--- src/rtl/ex_pipe_ctrl_pkg.sv ---
// ============================================================================
//  ex_pipe_ctrl_pkg : shared encodings and constants for the EX pipeline ctrl
//  Rev 1.0
// ============================================================================
`default_nettype none

package ex_pipe_ctrl_pkg;

   typedef enum logic [0:0] {
      EXC_RUN   = 1'b0,
      EXC_FLUSH = 1'b1
   } exc_state_e;

   localparam logic [4:0]  REG_X0     = 5'd0;
   localparam logic [31:0] INST_BYTES = 32'd4;
   localparam logic        ENABLE     = 1'b1;
   localparam logic        DISABLE    = 1'b0;

endpackage

`default_nettype wire

--- src/rtl/ex_pipe_ctrl_if.sv ---
// ============================================================================
//  ex_pipe_ctrl_if : decode/execute-facing signal bundle of the EX controller
//  Rev 1.0
// ============================================================================
`default_nettype none

interface ex_pipe_ctrl_if #(
   parameter int CNT_W = 32
) ();
   logic             id_valid;
   logic [31:0]      id_pc;
   logic [4:0]       id_rs1;
   logic [4:0]       id_rs2;
   logic             id_use_rs1;
   logic             id_use_rs2;
   logic             id_is_load;
   logic [4:0]       id_rd;
   logic [31:0]      ex_npc;
   logic             ex_valid;
   logic [31:0]      ex_pc;
   logic             ex_commit;
   logic             stall;
   logic             flush;
   logic             redirect_valid;
   logic [31:0]      redirect_pc;
   logic [CNT_W-1:0] commit_cnt;
   logic [CNT_W-1:0] redirect_cnt;

   modport master (
      output id_valid, id_pc, id_rs1, id_rs2, id_use_rs1, id_use_rs2,
             id_is_load, id_rd, ex_npc,
      input  ex_valid, ex_pc, ex_commit, stall, flush, redirect_valid,
             redirect_pc, commit_cnt, redirect_cnt
   );

   modport slave (
      input  id_valid, id_pc, id_rs1, id_rs2, id_use_rs1, id_use_rs2,
             id_is_load, id_rd, ex_npc,
      output ex_valid, ex_pc, ex_commit, stall, flush, redirect_valid,
             redirect_pc, commit_cnt, redirect_cnt
   );
endinterface

`default_nettype wire

--- src/rtl/ex_pipe_ctrl_load_use_detect.sv ---
// ============================================================================
//  ex_pipe_ctrl_load_use_detect : combinational load-use hazard detector
//  Rev 1.0
// ============================================================================
`default_nettype none

module ex_pipe_ctrl_load_use_detect
   import ex_pipe_ctrl_pkg::*;
(
   input  wire logic       i_state_run,
   input  wire logic       i_ex_valid,
   input  wire logic       i_ex_is_load,
   input  wire logic [4:0] i_ex_rd,
   input  wire logic       i_id_valid,
   input  wire logic       i_id_use_rs1,
   input  wire logic [4:0] i_id_rs1,
   input  wire logic       i_id_use_rs2,
   input  wire logic [4:0] i_id_rs2,
   output logic            o_hazard
);
   logic w_src_match;

   assign w_src_match = (i_id_use_rs1 && (i_id_rs1 == i_ex_rd)) ||
                        (i_id_use_rs2 && (i_id_rs2 == i_ex_rd));

   // x0 never carries a real dependency, so a load into it cannot cause a bubble
   assign o_hazard = i_state_run && i_ex_valid && i_ex_is_load &&
                     (i_ex_rd != REG_X0) && i_id_valid && w_src_match;
endmodule

`default_nettype wire

--- src/rtl/ex_pipe_ctrl.sv ---
// ============================================================================
//  ex_pipe_ctrl : EX-stage pipeline controller (ID->EX register, redirect,
//                 load-use stall, flush drain, saturating perf counters)
//  Rev 1.0
// ============================================================================
`default_nettype none

module ex_pipe_ctrl #(
   parameter int FLUSH_DEPTH = 2,
   parameter int CNT_W       = 32
) (
   input  wire logic       clk,
   input  wire logic       rst,
   ex_pipe_ctrl_if.slave   bus
);
   import ex_pipe_ctrl_pkg::*;

   localparam int FC_W = (FLUSH_DEPTH > 2) ? $clog2(FLUSH_DEPTH) : 1;

   exc_state_e       r_state;
   logic [FC_W-1:0]  r_flush_cnt;
   logic             r_ex_valid;
   logic [31:0]      r_ex_pc;
   logic             r_ex_is_load;
   logic [4:0]       r_ex_rd;
   logic [CNT_W-1:0] r_commit_cnt;
   logic [CNT_W-1:0] r_redirect_cnt;

   logic [31:0]      w_seq_pc;
   logic             w_redirect;
   logic             w_hazard;
   logic             w_flush;
   logic             w_stall;

   assign w_seq_pc   = r_ex_pc + INST_BYTES;
   assign w_redirect = r_ex_valid && (bus.ex_npc != w_seq_pc);
   assign w_flush    = w_redirect || (r_state == EXC_FLUSH);
   // Redirect wins: anything younger than the redirecting instruction is wrong-path
   assign w_stall    = w_hazard && !w_redirect;

   ex_pipe_ctrl_load_use_detect u_load_use_detect (
      .i_state_run  (r_state == EXC_RUN),
      .i_ex_valid   (r_ex_valid),
      .i_ex_is_load (r_ex_is_load),
      .i_ex_rd      (r_ex_rd),
      .i_id_valid   (bus.id_valid),
      .i_id_use_rs1 (bus.id_use_rs1),
      .i_id_rs1     (bus.id_rs1),
      .i_id_use_rs2 (bus.id_use_rs2),
      .i_id_rs2     (bus.id_rs2),
      .o_hazard     (w_hazard)
   );

   always_ff @(posedge clk) begin
      if (rst) begin
         r_state        <= EXC_RUN;
         r_flush_cnt    <= '0;
         r_ex_valid     <= DISABLE;
         r_ex_pc        <= '0;
         r_ex_is_load   <= DISABLE;
         r_ex_rd        <= REG_X0;
         r_commit_cnt   <= '0;
         r_redirect_cnt <= '0;
      end else begin
         if (w_flush || w_hazard) begin
            r_ex_valid <= DISABLE;
         end else begin
            r_ex_valid   <= bus.id_valid;
            r_ex_pc      <= bus.id_pc;
            r_ex_rd      <= bus.id_rd;
            r_ex_is_load <= bus.id_is_load;
         end

         // The redirect cycle itself is the first flush cycle, hence the -2 preload
         case (r_state)
            EXC_RUN: begin
               if (w_redirect && (FLUSH_DEPTH > 1)) begin
                  r_state     <= EXC_FLUSH;
                  r_flush_cnt <= FC_W'(FLUSH_DEPTH - 2);
               end
            end
            EXC_FLUSH: begin
               if (r_flush_cnt == '0) begin
                  r_state <= EXC_RUN;
               end else begin
                  r_flush_cnt <= r_flush_cnt - 1'b1;
               end
            end
         endcase

         if (r_ex_valid && (r_commit_cnt != '1)) begin
            r_commit_cnt <= r_commit_cnt + 1'b1;
         end
         if (w_redirect && (r_redirect_cnt != '1)) begin
            r_redirect_cnt <= r_redirect_cnt + 1'b1;
         end
      end
   end

   assign bus.ex_valid       = r_ex_valid;
   assign bus.ex_pc          = r_ex_pc;
   assign bus.ex_commit      = r_ex_valid;
   assign bus.stall          = w_stall;
   assign bus.flush          = w_flush;
   assign bus.redirect_valid = w_redirect;
   assign bus.redirect_pc    = bus.ex_npc;
   assign bus.commit_cnt     = r_commit_cnt;
   assign bus.redirect_cnt   = r_redirect_cnt;
endmodule

`default_nettype wire
--- src/flat_wrapper.sv ---
// flat-port wrapper written by rule: the top's interface ports become plain ports
module ex_pipe_ctrl_flat import ex_pipe_ctrl_pkg::*;
#(
   parameter int FLUSH_DEPTH = 2,
   parameter int CNT_W       = 32
)
  (clk, rst, bus_id_valid, bus_id_pc, bus_id_rs1, bus_id_rs2, bus_id_use_rs1, bus_id_use_rs2, bus_id_is_load, bus_id_rd, bus_ex_npc, bus_ex_valid, bus_ex_pc, bus_ex_commit, bus_stall, bus_flush, bus_redirect_valid, bus_redirect_pc, bus_commit_cnt, bus_redirect_cnt);
  ex_pipe_ctrl_if #(.CNT_W(CNT_W)) bus_i ();
  input  wire logic clk;
  input  wire logic rst;
  input wire logic [$bits(bus_i.id_valid)-1:0] bus_id_valid;
  input wire logic [$bits(bus_i.id_pc)-1:0] bus_id_pc;
  input wire logic [$bits(bus_i.id_rs1)-1:0] bus_id_rs1;
  input wire logic [$bits(bus_i.id_rs2)-1:0] bus_id_rs2;
  input wire logic [$bits(bus_i.id_use_rs1)-1:0] bus_id_use_rs1;
  input wire logic [$bits(bus_i.id_use_rs2)-1:0] bus_id_use_rs2;
  input wire logic [$bits(bus_i.id_is_load)-1:0] bus_id_is_load;
  input wire logic [$bits(bus_i.id_rd)-1:0] bus_id_rd;
  input wire logic [$bits(bus_i.ex_npc)-1:0] bus_ex_npc;
  output wire logic [$bits(bus_i.ex_valid)-1:0] bus_ex_valid;
  output wire logic [$bits(bus_i.ex_pc)-1:0] bus_ex_pc;
  output wire logic [$bits(bus_i.ex_commit)-1:0] bus_ex_commit;
  output wire logic [$bits(bus_i.stall)-1:0] bus_stall;
  output wire logic [$bits(bus_i.flush)-1:0] bus_flush;
  output wire logic [$bits(bus_i.redirect_valid)-1:0] bus_redirect_valid;
  output wire logic [$bits(bus_i.redirect_pc)-1:0] bus_redirect_pc;
  output wire logic [$bits(bus_i.commit_cnt)-1:0] bus_commit_cnt;
  output wire logic [$bits(bus_i.redirect_cnt)-1:0] bus_redirect_cnt;
  assign bus_i.id_valid = bus_id_valid;
  assign bus_i.id_pc = bus_id_pc;
  assign bus_i.id_rs1 = bus_id_rs1;
  assign bus_i.id_rs2 = bus_id_rs2;
  assign bus_i.id_use_rs1 = bus_id_use_rs1;
  assign bus_i.id_use_rs2 = bus_id_use_rs2;
  assign bus_i.id_is_load = bus_id_is_load;
  assign bus_i.id_rd = bus_id_rd;
  assign bus_i.ex_npc = bus_ex_npc;
  assign bus_ex_valid = bus_i.ex_valid;
  assign bus_ex_pc = bus_i.ex_pc;
  assign bus_ex_commit = bus_i.ex_commit;
  assign bus_stall = bus_i.stall;
  assign bus_flush = bus_i.flush;
  assign bus_redirect_valid = bus_i.redirect_valid;
  assign bus_redirect_pc = bus_i.redirect_pc;
  assign bus_commit_cnt = bus_i.commit_cnt;
  assign bus_redirect_cnt = bus_i.redirect_cnt;
  ex_pipe_ctrl #(.FLUSH_DEPTH(FLUSH_DEPTH), .CNT_W(CNT_W)) u_core (.clk(clk), .rst(rst), .bus(bus_i));
endmodule
--- config.mk ---
export PLATFORM = sky130hd
export DESIGN_NAME = ex_pipe_ctrl_flat
export DESIGN_NICKNAME = d
export VERILOG_FILES = /design/src/rtl/ex_pipe_ctrl_pkg.sv /design/src/rtl/ex_pipe_ctrl_if.sv /design/src/rtl/ex_pipe_ctrl_load_use_detect.sv /design/src/rtl/ex_pipe_ctrl.sv /design/src/flat_wrapper.sv
export SDC_FILE = /design/constraint.sdc
export NUM_CORES = 1
export LEC_CHECK = 0
export ABC_CLOCK_PERIOD_IN_PS = 2800
export CAP_MARGIN = 20
export CORE_ASPECT_RATIO = 0.7
export CORE_MARGIN = 2
export CORE_UTILIZATION = 40
export DETAILED_ROUTE_END_ITERATION = 10
export PLACE_DENSITY = 0.74
export SYNTH_ARGS = -nofsm -noshare
export SYNTH_HDL_FRONTEND = slang
export SYNTH_SLANG_ARGS = --single-unit
--- constraint.sdc ---
create_clock -name clk -period 2.8 [get_ports clk]
set_input_delay 0.28 -clock clk [delete_from_list [all_inputs] [get_ports clk]]
set_output_delay 0.28 -clock clk [all_outputs]
set_load 0.1 [all_outputs]
==> reports/results.ini <==
[floorplan]
die_w_um = 157
ios = 218
core_um2 = 16200
die-area_um2 = 17400
die_h_um = 111
rows = 39
initial_core_util_pct = 40.5

[grt]
grt_max_degree = 81
grt_pass1_wl_mm = 32.0
grt_antenna_before_repair = 0
grt_overflow = 0
grt_use_total_pct = 22.8
grt_pass1_vias = 6166

[place]
hpwl_mm = 14.6
dpl_cell_area_um2 = 9180
dp_worst_setup_slack_ps = -396
io_buffers = 217
routabilityCongestion = 0.901

[worst_setup_path]
path_max_fanout = 8
required_ps = 3040
r2r_start = u_core.bus.ex_pc[3]
worstSetupPathType = flip-flop to flip-flop
endpoint_kind = flip-flop
r2r_cells = 15
start_kind = flip-flop
r2r-end = u_core.bus.redirect_cnt[12]
ff2ff_setup_slack_ps = -550
worstPathArrival_ps = 3580

[sta]
maxSlewHeadroom_pct = 49.3
finalCriticalPeriod_ps = 3350
period_share_pct = 120
rsz0062_at_grt = yes
fin_ws_ps = -549
finalClockSkew_ps = 11.0
setup_viol = 75
finalHoldViolCount = 0
maxSlewViolCount = 0
hold-worst-slack_ps = 487
fmax_ghz = 0.299
max_slew.worst_pin.slew_ps = 761

[synthesis]
yosys_warnings = 0
synth_area_leaders = dfxtp_1, nand2b_1, mux2i_1, xor2_1, xnor2_1
synth.yosys.seq_area_share_pct = 31.8
synth_nets = 877
syn_area_per_cell_um2 = 8.30
synth_top_area_cell = dfxtp_1
synth_area_um2 = 6550
ys.flop_type = dfxtp_1
synth_top_area_share_pct = 31.8
ys_ff_latch = 104
synth_edf_count = 0
synth_cells = 789
synthArstFlopShare_pct = 0
yosys.cell_types.count = 63

[cts]
cts_buffers = 9
cts_max_level = 3
cts_root_buf = clkbuf_16
clk_pin_slew_worst_paths_ps = 80
cts_tree = built
cts_buffer_depth = 2
insertion_delay_ps = 350
hold_buffers = 0
numClockSinks = 104

[worst_hold_path]
hp-class = primary input to flip-flop
hold_depth = 3
min_to = u_core.bus.ex_pc[24]
holdCritStartpoint = bus_id_pc[24]

[drt]
totalWireLength_mm = 21.0
wl_per_cell_um = 16.1
ant_nets = 0
drcViolationCount = 0
drt_first_pass_iters = 5
vias = 6791
drt-initial-drc-count = 389
via_per_inst = 5.22

[power]
power_leakage_uw = 0.00424
switchingPower_uw = 1460
combinationalPowerShare_pct = 31.3
swShare_pct = 35.6
irDropWorstVdd_v = 0.000313
p_int_uw = 2640
power_frac_seq_pct = 38.8
clkPwrFrac_pct = 29.9
power-per-cell-area_nw_per_um2 = 393

[final_layout]
syn_to_final_growth_pct = 59.3
drive_gt1_share_pct = 37.7
finalCoreUtilization_pct = 64.6
diodes = 0
final_area_um2 = 10400
fill_cells = 1321
layout.nets = 1159

[run_status]
violations = negative setup slack
status = finished, violations left

[run]
maxCapViolations = 0

==> power by group through the flow <==
stage	combinational [µW]	sequential, µW	clock [µW]
2_1_floorplan	557	1920	0
4_1_cts	1280	1590	1260
3_5_place_dp	1200	1620	0
5_1_grt	1340	1600	1320
3_3_place_gp	1190	1620	0
6_report	1280	1590	1230
==> worst max-delay path by stage <==
stage,from,to,depth (start not counted)
after CTS,u_core.bus.ex_pc[3],bus_flush,10
after floorplan,u_core.bus.ex_pc[15],bus_stall,10
after global routing,u_core.bus.ex_pc[8],bus_redirect_valid,10
final,u_core.bus.ex_pc[3],u_core.bus.redirect_cnt[12],15
after detailed placement,bus_ex_npc[9],u_core.bus.ex_pc[18],10
after global placement,bus_ex_npc[9],u_core.bus.ex_pc[11],10
==> repair_timing <==
item / 4_1_cts / 5_1_grt
setup buffers: 24 / 10
cloned: 6 / 3
gates resized for setup: 44 / 52
setup endpoints to repair: 72 / 80
pin swaps: 13 / 51
hold endpoints to repair: 0 / 0
==> synth_stat cells, types with 2 or more instances <==
library cell  number
dfxtp_1          104
nand2b_1          82
nor2_1            48
nand2_1           40
mux2i_1           39
nand3_1           39
buf_4             37
a21oi_1           36
or3_1             33
xor2_1            33
xnor2_1           32
clkbuf_1          29
nand4_1           27
nor4_1            20
nor2b_1           17
o21ai_0           17
nor3_1            13
inv_1             12
o21ai_1           12
and4_1            11
mux2_1            11
and3_1            10
or4_1             10
and2_1             7
o31ai_1            5
buf_2              4
nand4b_1           4
o21bai_1           4
or2_2              4
buf_6              3
ha_1               3
o2111ai_1          3
o21ba_1            3
o31a_1             3
a211oi_1           2
a22oi_1            2
nand3b_1           2
nand4_2            2
nor3b_1            2
==> area by class of cell <==
cell class	instances	area [µm²]	share of cell area (%)
multi-input combinational	599	4440	42.6
clock inverter	5	40.0	0.384
inverter	12	45.0	0.432
sequential	104	2180	20.9
timing repair buffer	345	3200	30.7
clock buffer	11	243	2.33
tap	225	282	2.70
==> placed cells by master (no fill, tap or decap), types with 27 or more instances in the layout <==
cell             count
clkdlybuf4s50_1     83
xor2_1              33
nor2_1              44
nand3_1             37
a21oi_1             30
nand2b_1            82
buf_4              224
mux2i_1             39
nand4_1             27
dfxtp_2             31
or3_1               28
dfxtp_1             56
nand2_1             39
xnor2_1             31
==> per-layer routing <==
layer | GRT usage, % | share of wire, % | vias to the layer above
met3 | 4.73 | 6.9 | 22
met4 | 5.08 | 1.2 | 0
met2 | 32.8 | 43 | 247
met1 | 34.5 | 49 | 3181
li1 | - | - | 3341
met5 | 0 | 0 | -
==> kinds of logic after synthesis <==
logic type / count (synthesis) / share of synthesized area, %
buf+inv: 86 / 7.47
flops: 104 / 31.8
compound gates: 98 / 9.34
simple gates: 381 / 33.7
fa+ha+maj: 3 / 0.573
mux: 51 / 8.03
xor+xnor: 66 / 9.04
==> registers in the layout, indices dropped and copies added, names as in the netlist <==
name	flops
u_core.r_state	1
u_core.bus.ex_pc	32
u_core.r_ex_rd	5
u_core.bus.commit_cnt	32
u_core.bus.ex_commit	1
u_core.bus.redirect_cnt	32
u_core.r_ex_is_load	1
==> stage by stage <==
step           total power (µW)  TNS (ps)  std cells
2_1_floorplan              2480    -19790        789
3_3_place_gp               2820    -18940       1244
3_5_place_dp               2830    -20500       1244
4_1_cts                    4130    -23120       1290
5_1_grt                    4260    -34550       1301
6_report                   4100    -26570       1301
==> critical path, stage by stage (launching register included) <==
cell	delay, ps
dfxtp_4	370
ha_4	150
nand4_4	130
or4_4	470
buf_6	150
nor4_4	210
nor3_1	80
o211ai_1	350
nor4_4	80
buf_4	150
buf_6	120
buf_12	120
buf_12	140
buf_12	130
nor4b_4	280
mux2_4	320
Note: power is estimated with default switching activity, not from simulation.
